===== config.mk =====
export PLATFORM = sky130hd
export DESIGN_NAME = apb_arbiter
export DESIGN_NICKNAME = d
export VERILOG_FILES = /design/src/rtl/apb_arbiter_pkg.sv /design/src/rtl/apb_arbiter_rr_pick.sv /design/src/rtl/apb_arbiter.sv
export SDC_FILE = /design/constraint.sdc
export NUM_CORES = 1
export LEC_CHECK = 0
export BUFFER_PORTS_ARGS = -buffer_cell sky130_fd_sc_hd__buf_4
export CORE_AREA = 2 2 115 117
export DETAILED_ROUTE_END_ITERATION = 8
export DIE_AREA = 0 0 117 119
export GPL_TIMING_DRIVEN = 0
export PLACE_DENSITY = 0.55
export SYNTH_ARGS = -nofsm -noshare
export SYNTH_HDL_FRONTEND = slang
export SYNTH_SLANG_ARGS = --single-unit

===== constraint.sdc =====
create_clock -name apb_clk_i -period 3.9 [get_ports apb_clk_i]
set_clock_uncertainty 0.2 [all_clocks]
set_input_delay 0.39 -clock apb_clk_i [delete_from_list [all_inputs] [get_ports apb_clk_i]]
set_output_delay 0.39 -clock apb_clk_i [all_outputs]
set_load 0.03 [all_outputs]

===== src/rtl/apb_arbiter_pkg.sv =====
// apb_arbiter_pkg: shared types and defaults for the APB arbiter.
// FSM state encoding, PPROT width and default parameter values.
package apb_arbiter_pkg;

  typedef enum logic [1:0] {
    ST_IDLE   = 2'd0,
    ST_SETUP  = 2'd1,
    ST_ACCESS = 2'd2,
    ST_DONE   = 2'd3
  } state_e;

  localparam int APB_PROT_W          = 3;
  localparam int DEF_NUM_MASTERS     = 2;
  localparam int DEF_ADDR_W          = 32;
  localparam int DEF_DATA_W          = 32;
  localparam int DEF_TIMEOUT_CYCLES  = 16;

  function automatic int idx_w(input int n);
    return (n > 1) ? $clog2(n) : 1;
  endfunction

endpackage


===== src/rtl/apb_arbiter_rr_pick.sv =====
// apb_arbiter_rr_pick: combinational round-robin picker.
// Ports: req_i (requests), ptr_i (start index) -> valid_o, idx_o (first requester at/after ptr_i).
module apb_arbiter_rr_pick #(
  parameter int N  = 2,
  parameter int IW = 1
) (
  input  logic [N-1:0]  req_i,
  input  logic [IW-1:0] ptr_i,
  output logic          valid_o,
  output logic [IW-1:0] idx_o
);

  always_comb begin
    valid_o = 1'b0;
    idx_o   = '0;
    for (int i = 0; i < N; i++) begin
      if (!valid_o && req_i[(int'(ptr_i) + i) % N]) begin
        valid_o = 1'b1;
        idx_o   = IW'((int'(ptr_i) + i) % N);
      end
    end
  end

endmodule


===== src/rtl/apb_arbiter.sv =====
// apb_arbiter: round-robin sharing of one APB slave among NUM_MASTERS masters.
// Ports: m_apb_* per-master APB (packed slices), s_apb_* shared slave side,
// grant_o one-hot grant. Optional macro APB_ARBITER_TIMEOUT_EN adds an
// ACCESS wait limit of TIMEOUT_CYCLES that completes with slverr=1.
module apb_arbiter
  import apb_arbiter_pkg::*;
#(
  parameter int NUM_MASTERS    = DEF_NUM_MASTERS,
  parameter int ADDR_W         = DEF_ADDR_W,
  parameter int DATA_W         = DEF_DATA_W,
  parameter int TIMEOUT_CYCLES = DEF_TIMEOUT_CYCLES
) (
  input  logic                              apb_clk_i,
  input  logic                              apb_resetn_i,
  input  logic [NUM_MASTERS*ADDR_W-1:0]     m_apb_addr_i,
  input  logic [NUM_MASTERS-1:0]            m_apb_sel_i,
  input  logic [NUM_MASTERS-1:0]            m_apb_enable_i,
  input  logic [NUM_MASTERS-1:0]            m_apb_write_i,
  input  logic [NUM_MASTERS*DATA_W/8-1:0]   m_apb_strb_i,
  input  logic [NUM_MASTERS*APB_PROT_W-1:0] m_apb_prot_i,
  input  logic [NUM_MASTERS*DATA_W-1:0]     m_apb_wdata_i,
  output logic [NUM_MASTERS-1:0]            m_apb_ready_o,
  output logic [DATA_W-1:0]                 m_apb_rdata_o,
  output logic [NUM_MASTERS-1:0]            m_apb_slverr_o,
  output logic [ADDR_W-1:0]                 s_apb_addr_o,
  output logic                              s_apb_sel_o,
  output logic                              s_apb_enable_o,
  output logic                              s_apb_write_o,
  output logic [DATA_W/8-1:0]               s_apb_strb_o,
  output logic [APB_PROT_W-1:0]             s_apb_prot_o,
  output logic [DATA_W-1:0]                 s_apb_wdata_o,
  input  logic                              s_apb_ready_i,
  input  logic [DATA_W-1:0]                 s_apb_rdata_i,
  input  logic                              s_apb_slverr_i,
  output logic [NUM_MASTERS-1:0]            grant_o
);

  localparam int IW = idx_w(NUM_MASTERS);
  localparam int SW = DATA_W / 8;

  state_e          state_q, state_d;
  logic [IW-1:0]   g_q, g_d;
  logic [IW-1:0]   rr_q, rr_d;
  logic            pick_vld;
  logic [IW-1:0]   pick_idx;
  logic            s_sel, s_en;
  logic            done, err, fwd;
  logic [NUM_MASTERS-1:0] g_oh;

  // PENABLE from the masters carries no information the FSM needs.
  logic unused_ok;
  assign unused_ok = ^{m_apb_enable_i, 32'(TIMEOUT_CYCLES)};

`ifdef APB_ARBITER_TIMEOUT_EN
  localparam int CNT_W = $clog2(TIMEOUT_CYCLES + 1);
  logic [CNT_W-1:0] cnt_q, cnt_d;
`endif

  apb_arbiter_rr_pick #(
    .N  (NUM_MASTERS),
    .IW (IW)
  ) u_pick (
    .req_i   (m_apb_sel_i),
    .ptr_i   (rr_q),
    .valid_o (pick_vld),
    .idx_o   (pick_idx)
  );

  always_ff @(posedge apb_clk_i) begin
    if (!apb_resetn_i) begin
      state_q <= ST_IDLE;
      g_q     <= '0;
      rr_q    <= '0;
    end else begin
      state_q <= state_d;
      g_q     <= g_d;
      rr_q    <= rr_d;
    end
  end

`ifdef APB_ARBITER_TIMEOUT_EN
  always_ff @(posedge apb_clk_i) begin
    if (!apb_resetn_i) cnt_q <= '0;
    else               cnt_q <= cnt_d;
  end
`endif

  always_comb begin
    state_d = state_q;
    g_d     = g_q;
    rr_d    = rr_q;
    s_sel   = 1'b0;
    s_en    = 1'b0;
    done    = 1'b0;
    err     = 1'b0;
    fwd     = 1'b0;
`ifdef APB_ARBITER_TIMEOUT_EN
    cnt_d   = '0;
`endif
    unique case (state_q)
      ST_IDLE: begin
        if (pick_vld) begin
          g_d     = pick_idx;
          state_d = ST_SETUP;
        end
      end
      ST_SETUP: begin
        s_sel   = 1'b1;
        state_d = ST_ACCESS;
      end
      ST_ACCESS: begin
        s_sel = 1'b1;
        s_en  = 1'b1;
        if (s_apb_ready_i) begin
          done = 1'b1;
          err  = s_apb_slverr_i;
          fwd  = 1'b1;
        end
`ifdef APB_ARBITER_TIMEOUT_EN
        // Counter holds the number of ACCESS cycles already waited.
        else if (cnt_q == CNT_W'(TIMEOUT_CYCLES)) begin
          s_sel = 1'b0;
          s_en  = 1'b0;
          done  = 1'b1;
          err   = 1'b1;
        end else begin
          cnt_d = cnt_q + CNT_W'(1);
        end
`endif
        if (done) begin
          rr_d    = (g_q == IW'(NUM_MASTERS - 1)) ? '0 : g_q + IW'(1);
          state_d = ST_DONE;
        end
      end
      ST_DONE: state_d = ST_IDLE;
      default: state_d = ST_IDLE;
    endcase
  end

  assign g_oh    = NUM_MASTERS'(1) << g_q;
  assign grant_o = (state_q == ST_IDLE) ? '0 : g_oh;

  assign s_apb_sel_o    = s_sel;
  assign s_apb_enable_o = s_en;
  assign s_apb_addr_o   = s_sel ? m_apb_addr_i[int'(g_q)*ADDR_W +: ADDR_W] : '0;
  assign s_apb_write_o  = s_sel ? m_apb_write_i[g_q] : 1'b0;
  assign s_apb_strb_o   = s_sel ? m_apb_strb_i[int'(g_q)*SW +: SW] : '0;
  assign s_apb_prot_o   = s_sel ? m_apb_prot_i[int'(g_q)*APB_PROT_W +: APB_PROT_W] : '0;
  assign s_apb_wdata_o  = s_sel ? m_apb_wdata_i[int'(g_q)*DATA_W +: DATA_W] : '0;

  assign m_apb_ready_o  = done ? g_oh : '0;
  assign m_apb_slverr_o = err ? g_oh : '0;
  assign m_apb_rdata_o  = fwd ? s_apb_rdata_i : '0;

endmodule


-- Word level (Yosys, flattened, before mapping)
Cells that the tools add are included.
- bits in registers: 4
- word-level logic and storage cells: 59
- add/sub/neg operators: 2
- multiply operators: 1
- order comparisons: 3
- equality and inequality tests: 5
- shift-type cells: 5
- mux-type cells: 32
- bitwise gates (word level): 1
- reduce and logical (&&, ||, !) cells: 7
- operators by type and width (kind ; number):
    $shiftx 64x7->32 ; 2
    $mux 32 ; 3
    $mux 1 ; 21
    $mux 2 ; 5
    $pmux 2 s4 ; 1
    $shiftx 8x4->4 ; 1
    $reduce_and 2->1 ; 3
    $shiftx 6x4->3 ; 1
    $eq 2x2->1 const B ; 2
    $lt 1x2->1 const B ; 2
    $mux 4 ; 1
    $ne 2x2->1 const B ; 2
    $lt 2x3->1 const B ; 1
    $mul 1x2->3 const B ; 1
    $mux 3 ; 1
    $add 1x1->1 const B ; 2
    $eq 2x1->1 const B ; 1
    $logic_not 2->1 ; 1
    $reduce_or 2->1 ; 1
    $shl 1x1->2 const A ; 1
    $and 1x1->1 const A ; 1
    $logic_and 1x1->1 ; 1
    $logic_not 1->1 ; 1

-- Logic depth before layout (Yosys ltp)
- depth after elaboration: 9
- depth in mapped cells: 5
- mapped depth without buffers: 5

-- Hierarchy
A second synthesis with hierarchy kept.
- cells, all modules: 235
- area, all modules: 1786.7 um^2
- modules (own cells, without submodules) (module ; times used ; cells an instance ; area an instance (um^2)):
    apb_arbiter ; 1 ; 232 ; 1769.2
    apb_arbiter_rr_pick ; 1 ; 3 ; 17.5

-- Least setup slack after synthesis
Ideal clock, no wire load.
- kind: register to output
- from: register state_q[1]
- to: output s_apb_addr_o[0]
- arrival: 1.753 ns
- required time: 3.310 ns
- setup slack: 1.557 ns
- cell stages (with the launch flop): 6
- path buffers: 2
- cells stage by stage: dfxtp_1 > inv_1 > ha_1 > buf_2 > clkbuf_1 > nor2b_1
- word-level cells in the longest chain between the ends: 4
- ends and longest elaborated chain (item ; line ; text):
    from (decl) ; apb_arbiter.sv:41 ; state_e state_q, state_d;
    from (signal assigned) ; apb_arbiter.sv:75 ; state_q <= state_d;
    $eq 2x2->1 or $eq 2x1->1 (tied branches) ; apb_arbiter.sv:100 ; unique case (state_q)
    $reduce_or 2->1 (no line) * ; - ;
    $mux 1 * ; apb_arbiter.sv:100 ;
    via s_apb_sel_o ; apb_arbiter.sv:26 ; output logic s_apb_sel_o,
    $mux 32 * ; apb_arbiter.sv:145 ; assign s_apb_addr_o = s_sel ? m_apb_addr_i[int'(g_q)*ADDR_W +: ADDR_W] : '0;
    to (decl) ; apb_arbiter.sv:25 ; output logic [ADDR_W-1:0] s_apb_addr_o,
The timed path passes the listed nets; every way through them passes the cells marked *.

-- Worst setup path after layout
- from: register state_q[1]
- to: output s_apb_addr_o[0]
- word-level cells in the longest chain between the ends: 4
- ends and longest elaborated chain (item ; line):
    $eq 2x2->1 or $eq 2x1->1 (tied branches) ; apb_arbiter.sv:100
    $reduce_or 2->1 (no line) * ; -
    $mux 1 * ; apb_arbiter.sv:100
    $mux 32 * ; apb_arbiter.sv:145
Mark *: on every way between the ends. The rest lies on a longest branch, timed or not.

==> results.py <==
metrics = {
    "status": {
        "outcome": "complete, no violations",
    },
    "critical_path": {
        "cp_top_family": "buffers and inverters",
        "path_cells": "inv_1 > ha_1 > buf_2 > clkbuf_1 > nor2b_1 > buf_4",
        "cp_max_fo": 10,
        "cp.arrival_ps": 1980,
        "start_kind": "register",
        "worstSetupEndpointType": "output pin",
        "required_ps": 3310,
        "rrSetupSlack_ps": 2360,
        "crit_slowest_cell": "clkbuf_1",
        "path_buf_inv": 4,
        "crit_type": "register to output pin",
        "crit_path_max_incr_delay_ps": 400,
    },
    "place": {
        "pre_cts_ws_ps": 1500,
        "routabilityCongestion": 0.879,
        "portBuffers": 293,
        "hpwl_um": 8400,
        "dp_cells": 700,
    },
    "timing": {
        "rsz0062_at_grt": "false",
        "setup_viol": 0,
        "hold_viol": 0,
        "period_share": 0.659,
        "relSlewSlack": 0.696,
        "fmax_ghz": 0.389,
        "tns_ps": 0,
        "worstMarginPinSlew_ps": 457,
        "layout_min_cycle_time_ps": 2570,
        "slew_viol_final": 0,
        "setup_ws_ps": 1330,
    },
    "finish": {
        "nets": 716,
        "n_fill_cell": 1389,
        "syn2layout_area_growth_pct": 140,
        "multi_input_area_um2": 1540,
        "drive_above_1_share": 0.583,
        "n_antenna_cell": 0,
        "fin_cells": 703,
        "register_area_um2": 80.1,
    },
    "global_routing": {
        "grt_pass1_wl_um": 13400,
        "antenna_found_initial": 0,
        "grt_pass1_vias": 2728,
        "grt_start_max_net_pins": 11,
        "track_usage": 0.119,
        "grt_overflow": 0,
    },
    "power_and_ir_drop": {
        "irDropWorstVdd_v": 0.000288,
        "power_leakage_nw": 2.22,
        "power.density_nw_per_um2": 660,
        "p_total_mw": 2.83,
    },
    "floorplan": {
        "pin_count": 296,
        "core_area_um2": 12900,
        "die_x_um": 117,
        "die_h_um": 119,
        "die_area_um2": 13900,
        "rows": 42,
        "start_util": 0.139,
    },
    "yosys": {
        "synth-main-ff-cell": "dfxtp_1",
        "synth_edf_count": 0,
        "syn-cell-area_um2": 1790,
        "synthDistinctLibCells": 21,
        "synthTopCellsByCount": "nor2b_1 (74), mux2i_1 (73), and3_1 (32), clkbuf_1 (13), nor2_1 (6)",
        "synth_area_leader_cell": "mux2i_1",
        "async_flop_share": 0,
        "synth_top_area_frac": 0.409,
        "ys_ff_latch": 4,
        "synthCells": 231,
        "yosysMostFrequentCell": "nor2b_1",
        "yosys_warnings": 0,
        "synthTopCellsByArea": "mux2i_1 (41%), nor2b_1 (26%), and3_1 (11%)",
        "ys_seq_area_frac": 0.0448,
        "syn_area_per_cell_um2": 7.74,
        "synthesis.nets": 418,
    },
    "clock_network": {
        "cts_made_buffers": 3,
        "clock_latency_ps": 220,
        "cts.clk_slew.worst_paths_ps": 30,
        "holdBufCountCts": 0,
        "root_buffer": "clkbuf_16",
        "cts.sinks": 4,
        "cts_tree": "yes",
        "cts_buffer_depth": 2,
        "cts_setup_buffers": 0,
        "cts_resized": 0,
        "ctsHtreeMaxLevel": 1,
    },
    "drt": {
        "drc_errors": 0,
        "dr.pass1.iters": 4,
        "routed_wl_um": 9670,
        "via_per_inst": 3.98,
        "wire_per_inst_um": 13.7,
        "vias": 2799,
        "drtIter0Drc": 65,
        "ant_nets": 0,
    },
    "job": {
        "cap_violations": 0,
    },
    "hold_path": {
        "min_path_type": "primary input to register",
    },
}
[through the flow]
stage / hold WS (ps) / area [um^2] / util
after floorplan: 241 / 1790 / -
after global placement: 252 / 4210 / 0.327
after detailed placement: 270 / 4210 / 0.327
after CTS: 226 / 4280 / 0.333
after global routing: 239 / 4280 / 0.333
final: 224 / 4280 / 0.333
[worst register-to-register path, cell delays in order, from the launching register on]
cell and delay [ps]:
dfxtp_1 300, inv_1 100, ha_1 300, nand2_1 170, and2_1 190, o21a_1 160
[cell type report]
cell class	instances	area share
Timing Repair Buffer	293	0.514
Multi-Input combinational cell	201	0.358
Tap cell	176	0.0514
Buffer	23	0.0377
Sequential cell	4	0.0187
Clock buffer	3	0.0175
Inverter	3	0.00263
[final timing paths]
| check | start | to | cells after the start |
|---|---|---|---|
| max | state_q[1] | s_apb_addr_o[0] | 6 |
| min | apb_resetn_i | rr_q | 2 |
| max reg2reg | state_q[0] | rr_q | 5 |
| min reg2reg | state_q[0] | state_q[0] | 1 |
[state kept, by name (all words and copies together), names as in the netlist]
name	cells
state_q	2
g_q	1
rr_q	1
[power by group]
group	internal, mW	leakage, nW	switching, mW
Clock	0.131	0.0370	0.0266
Combinational	1.06	2.15	1.55
Sequential	0.0543	0.0329	0.00749
Total	1.25	2.22	1.58
[layer usage]
metal	part of all wire	global-route usage	wire length (um)
met1	0.36	0.128	3520
met2	0.54	0.235	5220
met3	0.084	0.0280	808
met4	0.012	0.0176	116
met5	0	0	0
[layout by cell type (no fill, tap or decap), types with 2 or more instances in the layout]
cell type and n:
and3_1 32, buf_12 2, buf_4 298, buf_8 2, clkbuf_1 13, clkbuf_16 3
dfxtp_1 4, ha_1 3, inv_1 3, mux2i_1 73, nand2_1 4, nor2_1 6
nor2b_1 74, o21a_1 2
[cells by family after synthesis]
group / Yosys count / synth area share
mux: 73 / 0.409
compound gates: 5 / 0.0210
buf+inv: 26 / 0.0966
flops: 4 / 0.0448
fa+ha+maj: 3 / 0.0210
simple gates: 120 / 0.408
Power figures use the tool's default switching activity.
